**config.mk**
```make
export PLATFORM = sky130hd
export DESIGN_NAME = stepper_cmd_tx
export DESIGN_NICKNAME = d
export VERILOG_FILES = /design/src/rtl/stepper_cmd_tx.sv
export SDC_FILE = /design/constraint.sdc
export NUM_CORES = 1
export LEC_CHECK = 0
export ABC_CLOCK_PERIOD_IN_PS = 4400
export CAP_MARGIN = 40
export CORE_MARGIN = 5
export CORE_UTILIZATION = 57
export CTS_CLUSTER_SIZE = 25
export DETAILED_ROUTE_END_ITERATION = 7
export GPL_TIMING_DRIVEN = 0
export PLACE_DENSITY = 0.84
export SLEW_MARGIN = 20
export SYNTH_ARGS = -nofsm -noshare
export SYNTH_HDL_FRONTEND = slang
export SYNTH_SLANG_ARGS = --single-unit
export TNS_END_PERCENT = 1
```
**constraint.sdc**
```tcl
create_clock -name CLK100MHZ -period 4.4 [get_ports CLK100MHZ]
set_clock_uncertainty 0.05 [all_clocks]
set_input_delay 0.44 -clock CLK100MHZ [delete_from_list [all_inputs] [get_ports CLK100MHZ]]
set_output_delay 0.44 -clock CLK100MHZ [all_outputs]
set_load 0.01 [all_outputs]
```
**src/rtl/stepper_cmd_tx.sv**
```systemverilog
// Stepper command transmitter: a FIFO of move/home/hold requests, each issued
// as a one-cycle strobed command word while a shadow position tracks the motor.
module stepper_cmd_tx #(
    parameter int          STEP_DIV = 2000000,
    parameter logic [20:0] INIT_POS = 21'd30000,
    parameter int          DEPTH    = 4
) (
    input  logic                     CLK100MHZ,
    input  logic                     reset,
    input  logic                     req_valid,
    output logic                     req_ready,
    input  logic [1:0]               req_mode,
    input  logic [20:0]              req_target,
    input  logic                     flush,
    output logic [31:0]              data_out,
    output logic                     new_data,
    output logic                     busy,
    output logic [20:0]              pos_est,
    output logic [$clog2(DEPTH):0]   queue_count
);

    localparam int AW = $clog2(DEPTH);
    localparam int CW = (STEP_DIV > 0) ? $clog2(STEP_DIV + 1) : 1;
    localparam logic [AW:0]   FULL     = (AW + 1)'(DEPTH);
    localparam logic [CW-1:0] STEP_TOP = CW'(STEP_DIV);

    localparam logic [1:0] MODE_MOVE = 2'b00;
    localparam logic [1:0] MODE_HOME = 2'b11;

    typedef enum logic [1:0] {
        IDLE,
        ISSUE,
        TRACK
    } state_t;

    state_t          state;
    logic [22:0]     mem [DEPTH];
    logic [AW-1:0]   wr_ptr;
    logic [AW-1:0]   rd_ptr;
    logic [AW:0]     count;
    logic [CW-1:0]   step_cnt;
    logic [1:0]      cmd_mode;
    logic [20:0]     cmd_target;
    logic [22:0]     head;
    logic [1:0]      head_mode;
    logic [20:0]     head_target;
    logic            push;
    logic            pop;

    assign req_ready   = (count != FULL);
    assign queue_count = count;
    assign head        = mem[rd_ptr];
    assign head_mode   = head[22:21];
    assign head_target = head[20:0];

    // Flush wins over both push and pop; pop only when an entry remains.
    assign push = req_valid && req_ready && !flush;
    assign pop  = (state == ISSUE) && (count != '0) && !flush;

    // Queue storage; no reset needed since count gates validity.
    always_ff @(posedge CLK100MHZ) begin
        if (push) begin
            mem[wr_ptr] <= {req_mode, req_target};
        end
    end

    // Queue pointers and occupancy.
    always_ff @(posedge CLK100MHZ) begin
        if (reset || flush) begin
            wr_ptr <= '0;
            rd_ptr <= '0;
            count  <= '0;
        end else begin
            if (push) begin
                wr_ptr <= wr_ptr + 1'b1;
            end
            if (pop) begin
                rd_ptr <= rd_ptr + 1'b1;
            end
            unique case ({push, pop})
                2'b10:   count <= count + 1'b1;
                2'b01:   count <= count - 1'b1;
                default: count <= count;
            endcase
        end
    end

    // Issue/track sequencer with registered outputs and shadow position.
    always_ff @(posedge CLK100MHZ) begin
        if (reset) begin
            state      <= IDLE;
            data_out   <= '0;
            new_data   <= 1'b0;
            busy       <= 1'b0;
            step_cnt   <= '0;
            pos_est    <= INIT_POS;
            cmd_mode   <= '0;
            cmd_target <= '0;
        end else begin
            new_data <= 1'b0;
            unique case (state)
                IDLE: begin
                    if (count != '0) begin
                        state      <= ISSUE;
                        new_data   <= 1'b1;
                        busy       <= 1'b1;
                        cmd_mode   <= head_mode;
                        cmd_target <= head_target;
                        data_out   <= {9'b0, head_mode,
                                       (head_mode == MODE_HOME) ? 21'd0
                                                                : head_target};
                    end
                end
                ISSUE: begin
                    state    <= TRACK;
                    step_cnt <= '0;
                end
                TRACK: begin
                    if (cmd_mode == MODE_MOVE) begin
                        if (pos_est == cmd_target) begin
                            state <= IDLE;
                            busy  <= 1'b0;
                        end else if (step_cnt == STEP_TOP) begin
                            step_cnt <= '0;
                            pos_est  <= (pos_est < cmd_target) ? pos_est + 1'b1
                                                               : pos_est - 1'b1;
                        end else begin
                            step_cnt <= step_cnt + 1'b1;
                        end
                    end else begin
                        if (cmd_mode == MODE_HOME) begin
                            pos_est <= '0;
                        end
                        state <= IDLE;
                        busy  <= 1'b0;
                    end
                end
                default: begin
                    state <= IDLE;
                    busy  <= 1'b0;
                end
            endcase
        end
    end

endmodule

```
==> results of run 1 <==
[cell type report]
| cell class | count | area [sq um] |
|---|---|---|
| Buffer | 41 | 190 |
| Clock buffer | 17 | 425 |
| Clock inverter | 15 | 164 |
| Fill cell | 1098 | 4600 |
| Inverter | 46 | 173 |
| Multi-Input combinational cell | 557 | 3860 |
| Sequential cell | 191 | 4740 |
| Tap cell | 211 | 264 |
| Timing Repair Buffer | 82 | 836 |
[cells by family after synthesis]
family / share of synthesized area [%]
multiplexers: 5.92
XOR/XNOR: 3.73
adder cells (fa/ha/maj): 8.03
other: 0.0421
AO/OA/AOI/OAI: 11.0
AND/OR/NAND/NOR: 14.0
flip-flops: 53.2
buffers and inverters: 4.07
[synthesized netlist by cell type (all sizes together) (7+ instances only)]
master,n
dfxtp,99
inv,46
mux4,23
nor3,17
nor2,60
xnor2,20
nand4,13
xor2,18
ha,54
a21o,12
clkbuf,29
and2,7
a21oi,82
nand3,36
and3,9
o21ai,17
nand2,106
buf,12
edfxtp,92
[layer usage]
metal	vias up	part of all wire (%)	wire length [um]
li1	3184	-	-
met1	3192	41	8410
met2	232	51	10500
met3	37	6.2	1280
met4	0	2.1	439
met5	-	0	0
[through the flow]
| step | power (uW) | setup TNS (ns) | hold slack [ns] | instance area (sq um) | utilization, % |
|---|---|---|---|---|---|
| 6_report | 3950 | 0 | 0.406 | 10700 | 69.9 |
| 2_1_floorplan | 2290 | 0 | 0.386 | 8950 | - |
| 5_1_grt | 4100 | 0 | 0.425 | 10700 | 69.9 |
| 3_5_place_dp | 2430 | -0.0566 | 0.398 | 10000 | 65.7 |
| 4_1_cts | 3950 | 0 | 0.406 | 10600 | 69.7 |
| 3_3_place_gp | 2410 | -0.0469 | 0.392 | 9970 | 65.4 |
[report_power, final]
part | switching [uW] | total [uW] | internal [uW]
Sequential | 16.2 | 1910 | 1890
Clock | 728 | 1540 | 811
Combinational | 295 | 499 | 204
Total | 1040 | 3950 | 2910
[final timing paths]
| path | cells past startpoint | end | slack [ns] |
|---|---|---|---|
| worst max-delay path | 16 | pos_est[17]$_SDFFE_PP0P_ | 0.30 |
| worst min-delay path | 2 | data_out[7]$_SDFFE_PP0P_ | 0.41 |
| worst max register to register | 16 | pos_est[17]$_SDFFE_PP0P_ | 0.30 |
| worst min register to register | 2 | data_out[7]$_SDFFE_PP0P_ | 0.41 |
[state kept, by name, indices dropped and copies added, names as in the netlist, named ones only]
| signal | count |
|---|---|
| step_cnt | 21 |
| queue_count | 3 |
| mem | 92 |
| new_data | 1 |
| wr_ptr | 2 |
| data_out | 21 |
| state | 2 |
| rd_ptr | 2 |
| cmd_mode | 2 |
| pos_est | 21 |
| busy | 1 |
| cmd_target | 21 |
[what timing repair did]
action | in CTS | in global routing
pin swaps | 0 | 2
gates cloned | 0 | 1
setup endpoints to repair | 1 | 2
gates resized for setup | 1 | 1
buffers inserted | 0 | 2
[worst max-delay path, cell delays in order (launching register included)]
cell	delay, ns
dfxtp_1	0.45
ha_1	0.29
and3_1	0.16
and3_1	0.22
a21boi_1	0.14
o211ai_1	0.16
buf_4	0.16
nand3_4	0.18
ha_1	0.37
a21o_1	0.19
a21oi_2	0.19
o211ai_1	0.13
a221o_1	0.40
a221oi_2	0.34
o21ai_1	0.12
xor2_1	0.16
a32o_1	0.26
==> results.py, run 1 <==
metrics = {
    "layout": {
        "antenna-diode-count": 0,
        "layout.cells.most_common_list": "nand2_1 (106), dfxtp_1 (99), edfxtp_1 (92)",
        "area_growth_syn_to_layout_pct": 19.6,
        "drive_above_1_share_pct": 8.64,
        "post_layout_nonfiller_instances": 1160,
        "num-nets-final": 1019,
        "most_common_cell_after_layout_fill_and_taps_aside": "nand2_1",
    },
    "drt": {
        "post-route-drc-count": 0,
        "routed_wire_length_per_instance_um": 17.8,
        "firstDrtPassIters": 5,
        "drt_wl_total_um": 20600,
        "via_count": 6645,
        "viasPerCell": 5.73,
        "drt_first_iter_violations": 589,
        "drtAntennaViolNets": 0,
    },
    "clocking": {
        "max-clock-path-buffers": 2,
        "number_of_buffers_inserted_during_clock_tree_synthesis": 17,
        "hold_bufs_inserted_after_cts": 0,
        "cts.clk_slew.worst_paths_ns": 0.07,
        "maximum_level_of_the_cts_h_tree": 4,
        "clock_latency_on_the_worst_skew_pair_ns": 0.44,
        "clock-root-buffer": "clkbuf_16",
        "cts.sink_count": 191,
        "cts_tree": "yes",
    },
    "global_routing": {
        "met2_usage_pct": 40.1,
        "grt_use_met3_pct": 5.33,
        "pin_count_of_the_biggest_net_entering_global_routing": 24,
        "globalRoute.totalOverflow": 0,
        "grt_antenna_before_repair": 0,
        "busiest_layer": "met2",
        "met1_usage_in_global_routing_pct": 28.2,
        "groute.usage.overall_pct": 22.9,
        "grt_pass1_vias": 6437,
        "grt_pass1_wl_um": 32700,
    },
    "floorplanning": {
        "floorplan.core_area_sq_mm": 0.0153,
        "num_io_pins": 86,
        "die_w_um": 135,
        "start_util_pct": 58.4,
        "die_area_sq_mm": 0.0182,
        "die_height_um": 135,
        "num_rows": 45,
    },
    "sta": {
        "slew-limit-headroom_pct": 49.3,
        "worst-slew-pin-transition_ns": 0.756,
        "period_share_pct": 93.2,
        "fin_ws_ns": 0.297,
        "max_freq_mhz": 244,
        "final-setup-viol-count": 0,
        "slew_violations": 0,
        "tmin_final_ns": 4.10,
        "hold_viol_final": 0,
        "grt_setup_unrepaired": "no",
    },
    "synthesis": {
        "synth-seq-cells": 191,
        "ys_async_sr_fraction_pct": 0,
        "yosysSeqAreaShare_pct": 53.2,
        "yosys.area.top_type_share_pct": 31.0,
        "synth_largest_area_cell": "edfxtp_1",
        "synthesis.area_sq_mm": 0.00892,
        "ys_top_cells_by_area": "edfxtp_1 (31%), dfxtp_1 (22%), ha_1 (7.6%), mux4_2 (5.8%), a21oi_1 (4.5%)",
        "yosys_most_used_dff": "dfxtp_1",
        "syn_inst": 826,
        "syn_area_per_cell_sq_um": 10.8,
        "yosysUniqueCellTypes": 64,
        "synth-edff-count": 92,
        "ys_warn_count": 0,
    },
    "setup_path": {
        "cp-startpoint": "pos_est[8]$_SDFFE_PP1P_",
        "critical_path_required_ns": 4.67,
        "timing.rr.start": "pos_est[8]$_SDFFE_PP1P_",
        "timing_worst_setup_path_type": "flop to flop",
        "critPathCaptureType": "flop",
        "worst_setup_path_start_kind": "flop",
        "path_max_fanout": 12,
        "crit_path_arrival_time_ns": 4.37,
    },
    "outcome": {
        "status": "finished clean",
    },
    "placed_design": {
        "buffers_on_ports": 76,
        "final_weighted_congestion_in_routability_driven_placement": 0.864,
        "instance_count_after_placement_with_tap_cells_included": 1125,
        "detailedPlacementHpwl_um": 14600,
        "placement.setup.worst_slack_ns": -0.0566,
    },
    "worst_hold_path": {
        "min-delay-start": "data_out[7]$_SDFFE_PP0P_",
        "worst_hold_path_type": "flop to flop",
    },
    "power": {
        "power.density_mw_per_mm2": 370,
        "ir_worst_vdd_uv": 328,
        "power.leakage_uw": 0.00374,
    },
    "run": {
        "cap_violations": 0,
    },
}
No activity file was read; power rests on OpenSTA's default activity.
==> run 2, diff against run 1 <==
- CAP_MARGIN: 40 -> 20
- REMOVE_ABC_BUFFERS: default -> 1
==> run 2 against run 1 <==
Against the previous run:
- die area is the same
- via count shrank 2.2%
- cell area shrank 1.9%
- first-iteration DRC count grew 34%
- maximum frequency shrank 0.99%
- routed wire length shrank 5.8%
- critical path depth is the same
- clock power is essentially flat
- non-clock buffer count shrank 43
- final cell count shrank 3.7%
- sequential cell count is the same
- hold slack gained 0.0039 ns
- critical path type unchanged
- highest routed layer unchanged
==> results.py, run 2 (synthesis gave the netlist of run 1 again) <==
metrics = {
    "power": {
        "share_seq_of_total_power_pct": 48.8,
        "power_switching_share_pct": 25.9,
        "internal_power_uw": 2900,
        "power.leakage_uw": 0.00365,
        "finalPower_uw": 3910,
        "netSwitchingPower_uw": 1010,
        "ir_worst_vdd_uv": 353,
        "p_comb_share_pct": 12.1,
        "power.density_mw_per_mm2": 373,
        "p_clk_share_pct": 39.1,
    },
    "setup_path": {
        "critPathCaptureType": "flop",
        "crit_path_arrival_time_ns": 4.42,
        "timing_worst_setup_path_type": "flop to flop",
        "critical_path_required_ns": 4.67,
        "worst_setup_path_start_kind": "flop",
        "path_max_fanout": 12,
    },
    "run": {
        "cap_violations": 0,
    },
    "placed_design": {
        "placement.setup.worst_slack_ns": -0.128,
        "final_weighted_congestion_in_routability_driven_placement": 0.842,
        "detailedPlacementHpwl_um": 13000,
        "instance_count_after_placement_with_tap_cells_included": 1082,
        "buffers_on_ports": 76,
    },
    "clocking": {
        "cts.sink_count": 191,
        "clock-root-buffer": "clkbuf_16",
        "cts.clk_slew.worst_paths_ns": 0.07,
        "clock_latency_on_the_worst_skew_pair_ns": 0.43,
        "max-clock-path-buffers": 2,
        "maximum_level_of_the_cts_h_tree": 4,
        "cts_tree": "yes",
        "number_of_buffers_inserted_during_clock_tree_synthesis": 17,
        "hold_bufs_inserted_after_cts": 0,
    },
    "outcome": {
        "status": "finished clean",
    },
    "sta": {
        "max_freq_mhz": 241,
        "period_share_pct": 94.2,
        "final-setup-viol-count": 0,
        "grt_setup_unrepaired": "no",
        "slew-limit-headroom_pct": 41.8,
        "slew_violations": 0,
        "hold_viol_final": 0,
        "tmin_final_ns": 4.14,
        "fin_ws_ns": 0.257,
        "worst-slew-pin-transition_ns": 0.873,
    },
    "floorplanning": {
        "die_w_um": 135,
        "num_rows": 45,
        "die_area_sq_mm": 0.0182,
        "start_util_pct": 58.4,
        "die_height_um": 135,
        "num_io_pins": 86,
        "floorplan.core_area_sq_mm": 0.0153,
    },
    "layout": {
        "area_growth_syn_to_layout_pct": 17.3,
        "largest-register": "mem",
        "max_ffs_per_register": 92,
        "layout.cells.most_common_list": "nand2_1 (105), dfxtp_1 (97), edfxtp_1 (92)",
        "drive_above_1_share_pct": 8.61,
        "layout.filler_cells": 1074,
        "post_layout_nonfiller_instances": 1117,
        "num-nets-final": 976,
        "antenna-diode-count": 0,
        "most_common_cell_after_layout_fill_and_taps_aside": "nand2_1",
    },
    "global_routing": {
        "globalRoute.totalOverflow": 0,
        "pin_count_of_the_biggest_net_entering_global_routing": 68,
        "grt_pass1_vias": 6138,
        "grt_antenna_before_repair": 0,
        "groute.usage.overall_pct": 21.8,
        "grt_pass1_wl_um": 31300,
    },
    "worst_hold_path": {
        "worst_hold_path_type": "flop to flop",
    },
    "drt": {
        "post-route-drc-count": 0,
        "routed_wire_length_per_instance_um": 17.4,
        "drt_first_iter_violations": 790,
        "firstDrtPassIters": 5,
        "viasPerCell": 5.82,
        "via_count": 6502,
        "drtAntennaViolNets": 0,
        "drt_wl_total_um": 19400,
    },
}
## run 2: changes by cell type in the layout (fill, tap and decap cells not counted), sizes merged
cell           change
inv                +2
buf               -13
clkinvlp           -3
clkbuf            -28
clkdlybuf4s50      -1
## run 2: path summary, 6_finish.rpt
check | slack [ns] | start | depth (start not counted) | to
worst max-delay path | 0.26 | pos_est[6]$_SDFFE_PP0P_ | 16 | pos_est[17]$_SDFFE_PP0P_
worst min-delay path | 0.41 | data_out[14]$_SDFFE_PP0P_ | 2 | data_out[14]$_SDFFE_PP0P_
worst max register to register | 0.26 | pos_est[6]$_SDFFE_PP0P_ | 16 | pos_est[17]$_SDFFE_PP0P_
worst min register to register | 0.41 | data_out[14]$_SDFFE_PP0P_ | 2 | data_out[14]$_SDFFE_PP0P_
## run 2: power by group through the flow
stage,registers [uW],logic (uW),clock network [uW]
floorplan,1950,325,0
global placement,1940,452,0
detailed placement,1950,459,0
CTS,1910,466,1550
global route,1910,524,1640
finish,1910,474,1530
## run 2: what timing repair did
action,CTS,global route
cloned,0,1
setup buffers,0,1
setup endpoints to repair,2,4
pin swaps,0,2
resized for setup,1,0
## run 2: worst max-delay path, stage by stage, from the launching register on
cell      delay, ns
dfxtp_1        0.45
ha_1           0.27
and3_1         0.19
and3_1         0.22
a21boi_1       0.14
o211ai_1       0.16
buf_4          0.17
nand3_4        0.18
ha_1           0.35
a21o_1         0.19
a21oi_2        0.20
o211ai_1       0.14
a221o_1        0.40
a221oi_2       0.38
o21ai_1        0.12
xor2_1         0.16
a32o_1         0.26
## run 2: through the flow
step	util (%)	hold WS, ns	instance area, sq um	setup TNS, ns
finish	68.6	0.409	10500	0
global route	68.6	0.424	10500	0
CTS	68.3	0.408	10400	0
detailed placement	64.5	0.397	9830	-0.150
global placement	64.1	0.389	9780	-3.19
floorplan	-	0.380	8760	0
## run 2: layout make-up
type	count	area, sq um	area share [%]
sequential	191	4750	45.4
timing repair buffer	80	823	7.87
clock buffer	18	429	4.10
clock inverter	14	154	1.47
inverter	46	173	1.65
multi-input combinational	557	3870	37.0
tap	211	264	2.52
## run 2: routing by layer
metal  share of wire [%]  track usage, %
met1                  40            27.7
met2                  49            36.5
met3                 7.0            4.58
met4                 3.1            8.90
met5                   0               0
